[config.mk]
export PLATFORM = sky130hd
export DESIGN_NAME = double_exp_scheduler
export DESIGN_NICKNAME = d
export VERILOG_FILES = /design/src/rtl/double_exp_scheduler_pkg.sv /design/src/rtl/double_exp_scheduler_rr_arbiter.sv /design/src/rtl/double_exp_scheduler.sv
export SDC_FILE = /design/constraint.sdc
export NUM_CORES = 1
export LEC_CHECK = 0
export BUFFER_PORTS_ARGS = -buffer_cell sky130_fd_sc_hd__buf_2
export CAP_MARGIN = 30
export CORE_MARGIN = 4
export CORE_UTILIZATION = 45
export CTS_BUF_LIST = sky130_fd_sc_hd__clkbuf_8
export DETAILED_ROUTE_END_ITERATION = 16
export PLACE_DENSITY = 0.77
export SYNTH_ARGS = -nofsm -noshare
export SYNTH_HDL_FRONTEND = slang
export SYNTH_SLANG_ARGS = --single-unit
[constraint.sdc]
create_clock -name clk -period 6.1 [get_ports clk]
set_clock_uncertainty 0.15 [all_clocks]
set_input_delay 0.305 -clock clk [delete_from_list [all_inputs] [get_ports clk]]
set_output_delay 0.305 -clock clk [all_outputs]
set_load 0.1 [all_outputs]
[src/rtl/double_exp_scheduler_pkg.sv]
// Shared types and defaults for the double_exp_scheduler slice: FSM state
// encoding, default protocol timings and small index helpers.
package double_exp_scheduler_pkg;

   typedef enum logic [2:0] {
      ST_IDLE  = 3'd0,
      ST_LOAD  = 3'd1,
      ST_SETUP = 3'd2,
      ST_ISSUE = 3'd3,
      ST_WAIT  = 3'd4,
      ST_RESP  = 3'd5
   } state_e;

   localparam int DEF_LD_CYCLES    = 8;
   localparam int DEF_SETUP_CYCLES = 6;
   localparam int DEF_TIMEOUT      = 1023;

   // One counter serves LOAD, SETUP and the WAIT timeout.
   localparam int CNT_W = 16;
   localparam logic [CNT_W-1:0] CNT_ONE = 16'd1;

   // (a + b) mod n for a < n and b < n.
   function automatic int wrap_add(input int a, input int b, input int n);
      int s;
      s = a + b;
      if (s >= n) begin
         s = s - n;
      end else begin
         s = s;
      end
      return s;
   endfunction

endpackage

[src/rtl/double_exp_scheduler_rr_arbiter.sv]
// rr_arbiter: combinational round-robin pick; returns the first requester at
// or after ptr (wrapping) together with a valid flag.
module rr_arbiter
   import double_exp_scheduler_pkg::*;
#(
   parameter int N   = 4,
   parameter int IDW = 2
) (
   input  logic [N-1:0]   req,
   input  logic [IDW-1:0] ptr,
   output logic           vld,
   output logic [IDW-1:0] id
);

   logic [IDW-1:0] idx_s;

   // Scan from the pointer; the first hit locks the result.
   always_comb begin
      vld   = 1'b0;
      id    = '0;
      idx_s = '0;
      for (int k = 0; k < N; k++) begin
         idx_s = IDW'(wrap_add(int'(ptr), k, N));
         if (!vld && req[idx_s]) begin
            vld = 1'b1;
            id  = idx_s;
         end else begin
            vld = vld;
         end
      end
   end

endmodule

[src/rtl/double_exp_scheduler.sv]
// double_exp_scheduler: shares one double_exp_221_1000 unit between N
// requesters, sequencing its ld/setup/issue protocol and returning tagged results.
module double_exp_scheduler
   import double_exp_scheduler_pkg::*;
#(
   parameter int N            = 4,
   parameter int IDW          = 2,
   parameter int W            = 8,
   parameter int LD_CYCLES    = DEF_LD_CYCLES,
   parameter int SETUP_CYCLES = DEF_SETUP_CYCLES,
   parameter int TIMEOUT      = DEF_TIMEOUT
) (
   input  logic           clk,
   input  logic           rst_n,
   input  logic [N-1:0]   req,
   input  logic [N*W-1:0] req_xs,
   input  logic [N*W-1:0] req_xc,
   output logic [N-1:0]   ack,
   output logic           rsp_vld,
   output logic [IDW-1:0] rsp_id,
   output logic [W-1:0]   rsp_ys,
   output logic [W-1:0]   rsp_yc,
   output logic           rsp_err,
   output logic           busy,
   output logic           exp_ld,
   output logic [W-1:0]   exp_xs,
   output logic [W-1:0]   exp_xc,
   input  logic           exp_dn,
   input  logic [W-1:0]   exp_ys,
   input  logic [W-1:0]   exp_yc
);

   localparam logic [N-1:0]     ACK_ONE   = {{(N-1){1'b0}}, 1'b1};
   localparam logic [CNT_W-1:0] LD_LAST   = CNT_W'(LD_CYCLES - 1);
   localparam logic [CNT_W-1:0] SU_LAST   = CNT_W'(SETUP_CYCLES - 1);
   localparam logic [CNT_W-1:0] TMO_LAST  = CNT_W'(TIMEOUT - 1);
   localparam logic [CNT_W-1:0] TMO_SAT   = CNT_W'(TIMEOUT);
   localparam logic [IDW-1:0]   ID_LAST   = IDW'(N - 1);

   state_e           state_q, state_d;
   logic [CNT_W-1:0] cnt_q, cnt_d;
   logic [IDW-1:0]   ptr_q, ptr_d;
   logic [IDW-1:0]   id_q, id_d;
   logic [W-1:0]     xs_q, xs_d, xc_q, xc_d;
   logic [W-1:0]     ys_q, ys_d, yc_q, yc_d;
   logic             err_q, err_d;
   logic             dn_prev_q;

   logic [N-1:0]     ack_q, ack_d;
   logic             rsp_vld_q, rsp_vld_d;
   logic [IDW-1:0]   rsp_id_q, rsp_id_d;
   logic [W-1:0]     rsp_ys_q, rsp_ys_d, rsp_yc_q, rsp_yc_d;
   logic             rsp_err_q, rsp_err_d;
   logic             busy_q, busy_d;
   logic             exp_ld_q, exp_ld_d;
   logic [W-1:0]     exp_xs_q, exp_xs_d, exp_xc_q, exp_xc_d;

   logic             arb_vld_s;
   logic [IDW-1:0]   arb_id_s;
   logic [W-1:0]     sel_xs_s, sel_xc_s;
   logic             dn_rise_s;

   rr_arbiter #(
      .N   (N),
      .IDW (IDW)
   ) u_arb (
      .req (req),
      .ptr (ptr_q),
      .vld (arb_vld_s),
      .id  (arb_id_s)
   );

   assign dn_rise_s = exp_dn & ~dn_prev_q;

   // Operand mux for the arbitration winner, constant slices only.
   always_comb begin
      sel_xs_s = '0;
      sel_xc_s = '0;
      for (int i = 0; i < N; i++) begin
         if (arb_id_s == IDW'(i)) begin
            sel_xs_s = req_xs[i*W +: W];
            sel_xc_s = req_xc[i*W +: W];
         end else begin
            sel_xs_s = sel_xs_s;
         end
      end
   end

   // State register, job context and registered outputs.
   always_ff @(posedge clk or negedge rst_n) begin
      if (!rst_n) begin
         state_q   <= ST_IDLE;
         cnt_q     <= '0;
         ptr_q     <= '0;
         id_q      <= '0;
         xs_q      <= '0;
         xc_q      <= '0;
         ys_q      <= '0;
         yc_q      <= '0;
         err_q     <= 1'b0;
         dn_prev_q <= 1'b0;
         ack_q     <= '0;
         rsp_vld_q <= 1'b0;
         rsp_id_q  <= '0;
         rsp_ys_q  <= '0;
         rsp_yc_q  <= '0;
         rsp_err_q <= 1'b0;
         busy_q    <= 1'b0;
         exp_ld_q  <= 1'b0;
         exp_xs_q  <= '0;
         exp_xc_q  <= '0;
      end else begin
         state_q   <= state_d;
         cnt_q     <= cnt_d;
         ptr_q     <= ptr_d;
         id_q      <= id_d;
         xs_q      <= xs_d;
         xc_q      <= xc_d;
         ys_q      <= ys_d;
         yc_q      <= yc_d;
         err_q     <= err_d;
         dn_prev_q <= exp_dn;
         ack_q     <= ack_d;
         rsp_vld_q <= rsp_vld_d;
         rsp_id_q  <= rsp_id_d;
         rsp_ys_q  <= rsp_ys_d;
         rsp_yc_q  <= rsp_yc_d;
         rsp_err_q <= rsp_err_d;
         busy_q    <= busy_d;
         exp_ld_q  <= exp_ld_d;
         exp_xs_q  <= exp_xs_d;
         exp_xc_q  <= exp_xc_d;
      end
   end

   // Next state, counter and job context.
   always_comb begin
      state_d = state_q;
      cnt_d   = cnt_q;
      ptr_d   = ptr_q;
      id_d    = id_q;
      xs_d    = xs_q;
      xc_d    = xc_q;
      ys_d    = ys_q;
      yc_d    = yc_q;
      err_d   = err_q;
      case (state_q)
         ST_IDLE: begin
            if (arb_vld_s) begin
               state_d = ST_LOAD;
               cnt_d   = '0;
               id_d    = arb_id_s;
               ptr_d   = (arb_id_s == ID_LAST) ? '0 : arb_id_s + IDW'(1'b1);
               xs_d    = sel_xs_s;
               xc_d    = sel_xc_s;
               ys_d    = '0;
               yc_d    = '0;
               err_d   = 1'b0;
            end else begin
               state_d = ST_IDLE;
            end
         end
         ST_LOAD: begin
            if (cnt_q == LD_LAST) begin
               state_d = ST_SETUP;
               cnt_d   = '0;
            end else begin
               cnt_d = cnt_q + CNT_ONE;
            end
         end
         ST_SETUP: begin
            if (cnt_q == SU_LAST) begin
               state_d = ST_ISSUE;
               cnt_d   = '0;
            end else begin
               cnt_d = cnt_q + CNT_ONE;
            end
         end
         ST_ISSUE: begin
            state_d = ST_WAIT;
            cnt_d   = '0;
         end
         ST_WAIT: begin
            // A dn edge wins over a timeout landing in the same cycle.
            if (dn_rise_s) begin
               state_d = ST_RESP;
               ys_d    = exp_ys;
               yc_d    = exp_yc;
               err_d   = 1'b0;
            end else if (cnt_q >= TMO_LAST) begin
               state_d = ST_RESP;
               cnt_d   = TMO_SAT;
               ys_d    = '0;
               yc_d    = '0;
               err_d   = 1'b1;
            end else begin
               cnt_d = cnt_q + CNT_ONE;
            end
         end
         ST_RESP: begin
            state_d = ST_IDLE;
         end
         default: begin
            state_d = ST_IDLE;
            cnt_d   = '0;
         end
      endcase
   end

   // Output values for the current state; they appear one cycle later.
   always_comb begin
      ack_d     = '0;
      rsp_vld_d = 1'b0;
      rsp_id_d  = '0;
      rsp_ys_d  = '0;
      rsp_yc_d  = '0;
      rsp_err_d = 1'b0;
      busy_d    = (state_q != ST_IDLE);
      exp_ld_d  = 1'b0;
      exp_xs_d  = '0;
      exp_xc_d  = '0;
      case (state_q)
         ST_LOAD: begin
            exp_ld_d = 1'b1;
            if (cnt_q == '0) begin
               ack_d = ACK_ONE << id_q;
            end else begin
               ack_d = '0;
            end
         end
         ST_ISSUE: begin
            exp_xs_d = xs_q;
            exp_xc_d = xc_q;
         end
         ST_RESP: begin
            rsp_vld_d = 1'b1;
            rsp_id_d  = id_q;
            rsp_ys_d  = ys_q;
            rsp_yc_d  = yc_q;
            rsp_err_d = err_q;
         end
         default: begin
            exp_ld_d = 1'b0;
         end
      endcase
   end

   assign ack     = ack_q;
   assign rsp_vld = rsp_vld_q;
   assign rsp_id  = rsp_id_q;
   assign rsp_ys  = rsp_ys_q;
   assign rsp_yc  = rsp_yc_q;
   assign rsp_err = rsp_err_q;
   assign busy    = busy_q;
   assign exp_ld  = exp_ld_q;
   assign exp_xs  = exp_xs_q;
   assign exp_xc  = exp_xc_q;

endmodule
* Yosys cells after proc, flatten, opt, wreduce, memory -nomap -nowiden
Cells that the tools add are included.
** Word-level totals
- Memories kept :: 0
- Latch bits :: 0
- Memory bits (writable) :: 0
- Output and inout port bits :: 42
- Memory bits (read-only) :: 0
- Input bits :: 87
- Register bits after elaboration :: 99
- Logic and storage cells :: 133
** Cells by class
- $mul :: 0
- $add $sub $neg :: 9
- Reductions and logical operators :: 15
- Equal/unequal tests :: 15
- Muxes and demuxes :: 61
- Divide/modulo/power cells :: 0
- Bitwise operators :: 3
- Shifts and indexed selects :: 1
- $lt $le $gt $ge :: 9
** Operators by type and width (number)
- 8-bit 2-to-1 mux :: 16
- 16-bit 2-to-1 mux :: 5
- 16-bit case mux with 5 select lines :: 1
- 16-bit by 3-bit equality test with 1-bit output (second input constant) :: 2
- 8-bit case mux with 2 select lines :: 2
- 2-bit 2-to-1 mux :: 10
- 16-bit by 1-bit adder with 16-bit output (second input constant) :: 1
- 16-bit by 10-bit >= comparator with 1-bit output (second input constant) :: 1
- 16-bit zero test :: 1
- 1-bit 2-to-1 mux :: 15
- 3-bit case mux with 5 select lines :: 1
- 2-bit by 3-bit < comparator with 1-bit output (second input constant) :: 4
- 3-bit 2-to-1 mux :: 4
- 3-bit >= comparator (second input constant) :: 3
- 3-bit AND reduction :: 3
- 1-bit binary-select mux with 2-bit select :: 4
- 4-bit 2-to-1 mux :: 2
- 2-bit != test (second input constant) :: 4
- 2-bit by 1-bit subtractor with 2-bit output (second input constant) :: 4
- 2-bit by 2-bit adder with 3-bit output (second input constant) :: 2
- 3-bit by 2-bit equality test with 1-bit output (second input constant) :: 2
- 3-bit equality test (second input constant) :: 2
- 2-bit equality test (second input constant) :: 2
- 1-bit by 2-bit left shift with 4-bit output (first input constant) :: 1
- 16 further kinds :: 21

* Logic depth before layout (Yosys ltp)
- Depth after elaboration :: 19
- Depth in mapped cells :: 12
- Gate-level depth less buffers :: 11

* Cells and area by module
A second synthesis with hierarchy kept.
** Unflattened totals
- Cell total of the unflattened synthesis :: 437
- Area total of the unflattened synthesis :: 4625.7 um^2
** By module, submodules not included
- double_exp_scheduler :: instances 1, cells each 422, seq. area each 2477.4 um^2, area an instance 4548.1 um^2
- rr_arbiter :: instances 1, cells each 15, seq. area each 0.0 um^2, area an instance 77.6 um^2

* Worst setup path before layout
Ideal clock, no wire load.
- Kind :: register -> register
- From :: register ptr_q[1]
- To :: register xc_q[0]
- Setup slack :: 3.439 ns
- Stages on the path, launching flop included :: 12
- Required time :: 5.817 ns
- Setup time :: 0.133 ns
- Path buffers :: 2
- Arrival time :: 2.378 ns
- Clock period less this slack :: 2.661 ns
- Cell sequence :: dfrtp_1 nand2b_1 and3_1 a311oi_1 ha_1 clkbuf_1 nor2b_1 clkbuf_1 a221oi_1 nor3_1 a21oi_1 o21ai_0
** On the way
- Cells in the longest elaborated chain, start to end :: 19
- Elaborated cells between the ends (all ways) :: 46
- Those cells by class :: add/sub (7); order compare (4); eq/ne (3); mux (24); reduce/logical (8)
** Ends and longest elaborated chain
- start, declared :: RTL line double_exp_scheduler.sv:42 : logic [IDW-1:0] ptr_q, ptr_d;
- start signal, assigned :: RTL line double_exp_scheduler.sv:115 : ptr_q <= ptr_d;
- parallel branches: the longest is 13 deep, another holds 2-bit by 1-bit adder with 3-bit output
- 2-bit 2-to-1 mux (*) :: RTL line double_exp_scheduler_rr_arbiter.sv:24 : if (!vld && req[idx_s]) begin
- named net arb_id_s[0] :: RTL line double_exp_scheduler.sv:59 : logic [IDW-1:0] arb_id_s;
- 2-bit zero test :: RTL line double_exp_scheduler.sv:80 : if (arb_id_s == IDW'(i)) begin
- 8-bit 2-to-1 mux (3 in series) :: RTL line double_exp_scheduler.sv:80
- 8-bit 2-to-1 mux (*) :: RTL line double_exp_scheduler.sv:80
- end signal, assigned :: RTL line double_exp_scheduler.sv:97 : xc_q <= '0;
- end signal, assigned :: RTL line double_exp_scheduler.sv:118 : xc_q <= xc_d;
- end, declared :: RTL line double_exp_scheduler.sv:44 : logic [W-1:0] xs_q, xs_d, xc_q, xc_d;
Mark *: on every way through the listed nets, which the timed path passes. The select of a mux whose other input is x is not followed.
A chain may end at the register's enable or synchronous reset.

* Final worst setup path
- From :: register ptr_q[1]
- To :: register xc_q[1]
The elaborated chain is that of the path after synthesis.

==> out/summary.log <==
[synth] flop and latch count out of synthesis 99
[cts] clock root buffer sky130_fd_sc_hd__clkbuf_8
[global_routing] number of global-route vias before repair 3,624
[worst_hold_path] classification of the worst-slack hold path input pin to flip-flop
[placed_design] number of buffer cells added on primary ports 128
[synth] Syn Std Cell Area 4520 µm²
[global_routing] antenna violations before repair 0
[pwr] net switching fraction of the power 0.216
[synth] number of nets produced by synthesis 534
[critical_path] largest stage delay on the critical path 0.64 ns
[critical_path] WS Path Type flip-flop to flip-flop
[timing] hold violation total from the final report 0
[synth] sequential element share of the synthesized area 0.548
[cts] CTS tree done
[timing] setup violation total in the final timing report 0
[layout] number of diodes 0
[route] Post-DRT Antenna Nets 0
[synth] gate count after technology mapping 439
[cts] clock latency on the worst-skew pair 0.37 ns
[timing] setup repair after global routing missed its margin false
[floorplan] floorplan core area 9770 µm²
[critical_path] highest net fanout along the worst path 18
[global_routing] maximum number of pins on one net before global-route repair 58
[route] vias per std cell 5.28
[timing] Period minus WS final 3.26 ns
[route] wire per inst 15.4 µm
[timing] max-slew violation total from the final report 0
[synth] number of flops mapped to enable cells by yosys 0
[global_routing] wire length of the first global-routing pass 17,500 µm
[layout] total non-filler cell area in the finished layout 5580 µm²
[route] count of unresolved DRC violations after routing 0
[synth] unique cell type count in the Yosys netlist 53
[layout] proportion of layout cells with a drive suffix above 1 0.287
[cts] clock transition time at the flip-flop clock pins of the worst setup and hold paths 0.10 ns
[floorplan] initial core utilization 0.462
[timing] worst hold-check slack 0.0126 ns
[pwr] peak ir drop on the vdd network 0.154 mV
[timing] aggregate negative setup slack 0 ns
[outcome] run status complete, no violations
[route] via total after detailed routing 3,698
[placed_design] routability-driven placement congestion ratio 0.911
[job] number of max-cap violations 0
[synth] Synth async-reset ratio 1.00
[critical_path] Worst setup SP type flip-flop
[cts] clock sink total 99
[pwr] cell leakage power 2.74 nW
[layout] # nets final 658
[placed_design] Post-DP Area 5250 µm²
[synth] commonest register cell after synthesis sky130_fd_sc_hd__dfrtp_1
[synth] Synthesis Warnings 0
[placed_design] HPWL Detailed 7950 µm
[synth] average footprint of a synthesized cell 10.3 µm²
[floorplan] width of the chip 108 µm
[route] Iteration-0 DRC Markers 471
[route] total wirelength of the detailed-routed design 10,800 µm
[layout] Syn-to-layout area delta 23.4%
[floorplan] I/O Pins 129
[cts] Max clock buf depth 2
[global_routing] Remaining Overflow, GRT 0
[critical_path] Critical Path Slowest Stage Cell sky130_fd_sc_hd__ha_1
[floorplan] floorplan die area 11,700 µm²
[critical_path] series of cell instances along the critical path nand2b_1 -> and3_1 -> a311oi_1 -> ha_1 -> nor2b_1 -> a221oi_1 -> nor3_1 -> a21oi_1 -> o21ai_0
[timing] maximum frequency from static timing analysis 307 MHz
[pwr] Combinational Power Share 0.075
[floorplan] cell row count 36
[pwr] cell area power density 228 nW/µm²
[route] first-pass iteration count of the detailed router 5
[cts] number of buffers created by CTS 9
[pwr] net switching power of the design 275 µW
[critical_path] data arrival time at the worst-slack endpoint 3.34 ns
[floorplan] Die Y-Extent 108 µm
[timing] Max-slew headroom 0.295
[layout] area of all sequential standard cells 2480 µm²
[global_routing] GRT Util Overall 0.190
[layout] multi-input combinational cell area 1890 µm²
[critical_path] crit path capture type flip-flop
[cts] number of levels the H-tree was split into 3
[cts] Setup Fix Bufs, Post-CTS 0
[timing] period utilisation layout 0.534
[timing] slew at the pin with the worst max-slew slack 1.06 ns
[pwr] sequential fraction of design power 0.517
[pwr] Clock power frac 0.409
[layout] Layout fillers 844
[pwr] Power Total 1.27 mW
[pwr] Cell Int Power 997 µW
[critical_path] required time reported for the critical path endpoint 6.19 ns
-- layer usage --
metal	GRT usage	vias to the layer above	share of wire
met5	0	-	0
met4	0.0622	0	0.017
met3	0.0334	13	0.060
met2	0.292	120	0.47
met1	0.274	1761	0.45
li1	-	1804	-
-- cell usage in the layout, fill, tap and decap left out, types with 11 or more instances in the layout --
master                     netlist  layout
sky130_fd_sc_hd__nor2_1         23      23
sky130_fd_sc_hd__clkbuf_8        0      11
sky130_fd_sc_hd__nand2_1        36      36
sky130_fd_sc_hd__dfrtp_1        99      99
sky130_fd_sc_hd__nor3_1         25      25
sky130_fd_sc_hd__nor2b_1        17      17
sky130_fd_sc_hd__buf_2           7     127
sky130_fd_sc_hd__o21ai_0        31      31
sky130_fd_sc_hd__and2_1         35      35
sky130_fd_sc_hd__a221oi_1       15      15
sky130_fd_sc_hd__a21oi_1        29      29
sky130_fd_sc_hd__a22o_1         16      16
-- critical path, delay by kind of cell (launching register included) --
family          cells  cell delay [ns]
simple gates        4             0.83
flops               1             0.44
fa+ha+maj           1             0.64
compound gates      4             1.05
-- logic make-up (layout without fill, tap and decap cells) --
logic type | after synthesis | in the layout | synth area share
AOI/OAI and AO/OA | 114 | 114 | 0.167
muxes | 2 | 2 | 0.00471
buffers and inverters | 34 | 163 | 0.0352
adders and majority gates | 8 | 8 | 0.0221
and+or+nand+nor | 178 | 178 | 0.216
xor gates and xnor gates | 4 | 4 | 0.00775
DFF | 99 | 99 | 0.548
-- power by group through the flow --
stage               Clock (mW)  Sequential, mW  Combinational, mW
floorplan                    0           0.671             0.0401
global placement             0           0.671             0.0893
detailed placement           0           0.671             0.0912
CTS                      0.533           0.658             0.0940
global route             0.559           0.658              0.108
finish                   0.520           0.658             0.0949
-- flip-flops by register name (all words and copies together) (netlist names) --
name	cells
exp_xc	8
dn_prev_q	1
xc_q	8
xs_q	8
rsp_id	2
busy	1
exp_ld	1
state_q	3
cnt_q	16
err_q	1
yc_q	8
exp_xs	8
rsp_yc	8
rsp_err	1
id_q	2
ack	4
rsp_vld	1
ptr_q	2
ys_q	8
rsp_ys	8
-- cell usage after synthesis (2+ instances only) --
cell	instances	share of area
sky130_fd_sc_hd__a221oi_1	15	0.029
sky130_fd_sc_hd__nor3_1	25	0.028
sky130_fd_sc_hd__o22ai_1	4	0.0055
sky130_fd_sc_hd__a211o_1	3	0.0058
sky130_fd_sc_hd__nand2_1	36	0.030
sky130_fd_sc_hd__o211ai_1	2	0.0033
sky130_fd_sc_hd__nand2b_1	5	0.0069
sky130_fd_sc_hd__or2_2	2	0.0028
sky130_fd_sc_hd__o21ai_0	31	0.034
sky130_fd_sc_hd__nand3_1	7	0.0077
sky130_fd_sc_hd__a22o_1	16	0.031
sky130_fd_sc_hd__nor4_1	3	0.0042
sky130_fd_sc_hd__nor2_1	23	0.019
sky130_fd_sc_hd__ha_1	8	0.022
sky130_fd_sc_hd__nor2b_1	17	0.024
sky130_fd_sc_hd__buf_6	3	0.0075
sky130_fd_sc_hd__clkbuf_1	16	0.013
sky130_fd_sc_hd__o31ai_1	2	0.0033
sky130_fd_sc_hd__buf_2	7	0.0077
sky130_fd_sc_hd__xnor2_1	3	0.0058
sky130_fd_sc_hd__inv_1	8	0.0066
sky130_fd_sc_hd__and3_1	4	0.0055
sky130_fd_sc_hd__and2_1	35	0.048
sky130_fd_sc_hd__or3_1	3	0.0042
sky130_fd_sc_hd__a21oi_1	29	0.032
sky130_fd_sc_hd__nor3b_1	3	0.0050
sky130_fd_sc_hd__nand4_1	4	0.0055
sky130_fd_sc_hd__dfrtp_1	99	0.55
sky130_fd_sc_hd__a311oi_1	2	0.0039
-- worst paths after layout --
path,from,to,slack (ns),cells after the start
min in group asynchronous,rst_n,yc_q[2]$_DFFE_PN0P_,0.31,2
worst max register to register,ptr_q[1]$_DFFE_PN0N_,xc_q[1]$_DFFE_PN0N_,2.84,9
worst min-delay path,exp_ys[6],ys_q[6]$_DFFE_PN0P_,0.01,2
worst min register to register,xc_q[0]$_DFFE_PN0N_,xc_q[0]$_DFFE_PN0N_,0.33,2
worst max-delay path,ptr_q[1]$_DFFE_PN0N_,xc_q[1]$_DFFE_PN0N_,2.84,9
max in group asynchronous,rst_n,exp_xc[1]$_DFF_PN0_,4.42,3
-- area by class of cell --
type	instances	share of cell area
well taps	133	0.0298
inverters	8	0.00538
flip-flops and latches	99	0.444
multi-input cells	306	0.339
clock inverters	5	0.0193
repair buffers	139	0.135
clock buffers	11	0.0271
-- what timing repair did --
item,4_1_cts,5_1_grt
hold buffers,5,0
hold endpoints to repair,46,0
resized for setup,0,0
-- per-stage QoR --
stage / cells / util / setup slack [ns]
6_report: 701 / 0.571 / 2.84
5_1_grt: 701 / 0.571 / 2.52
4_1_cts: 699 / 0.568 / 2.83
3_5_place_dp: 678 / 0.537 / 2.84
3_3_place_gp: 676 / 0.534 / 2.95
2_1_floorplan: 439 / - / 3.44
(Power assumes the default switching activity.)
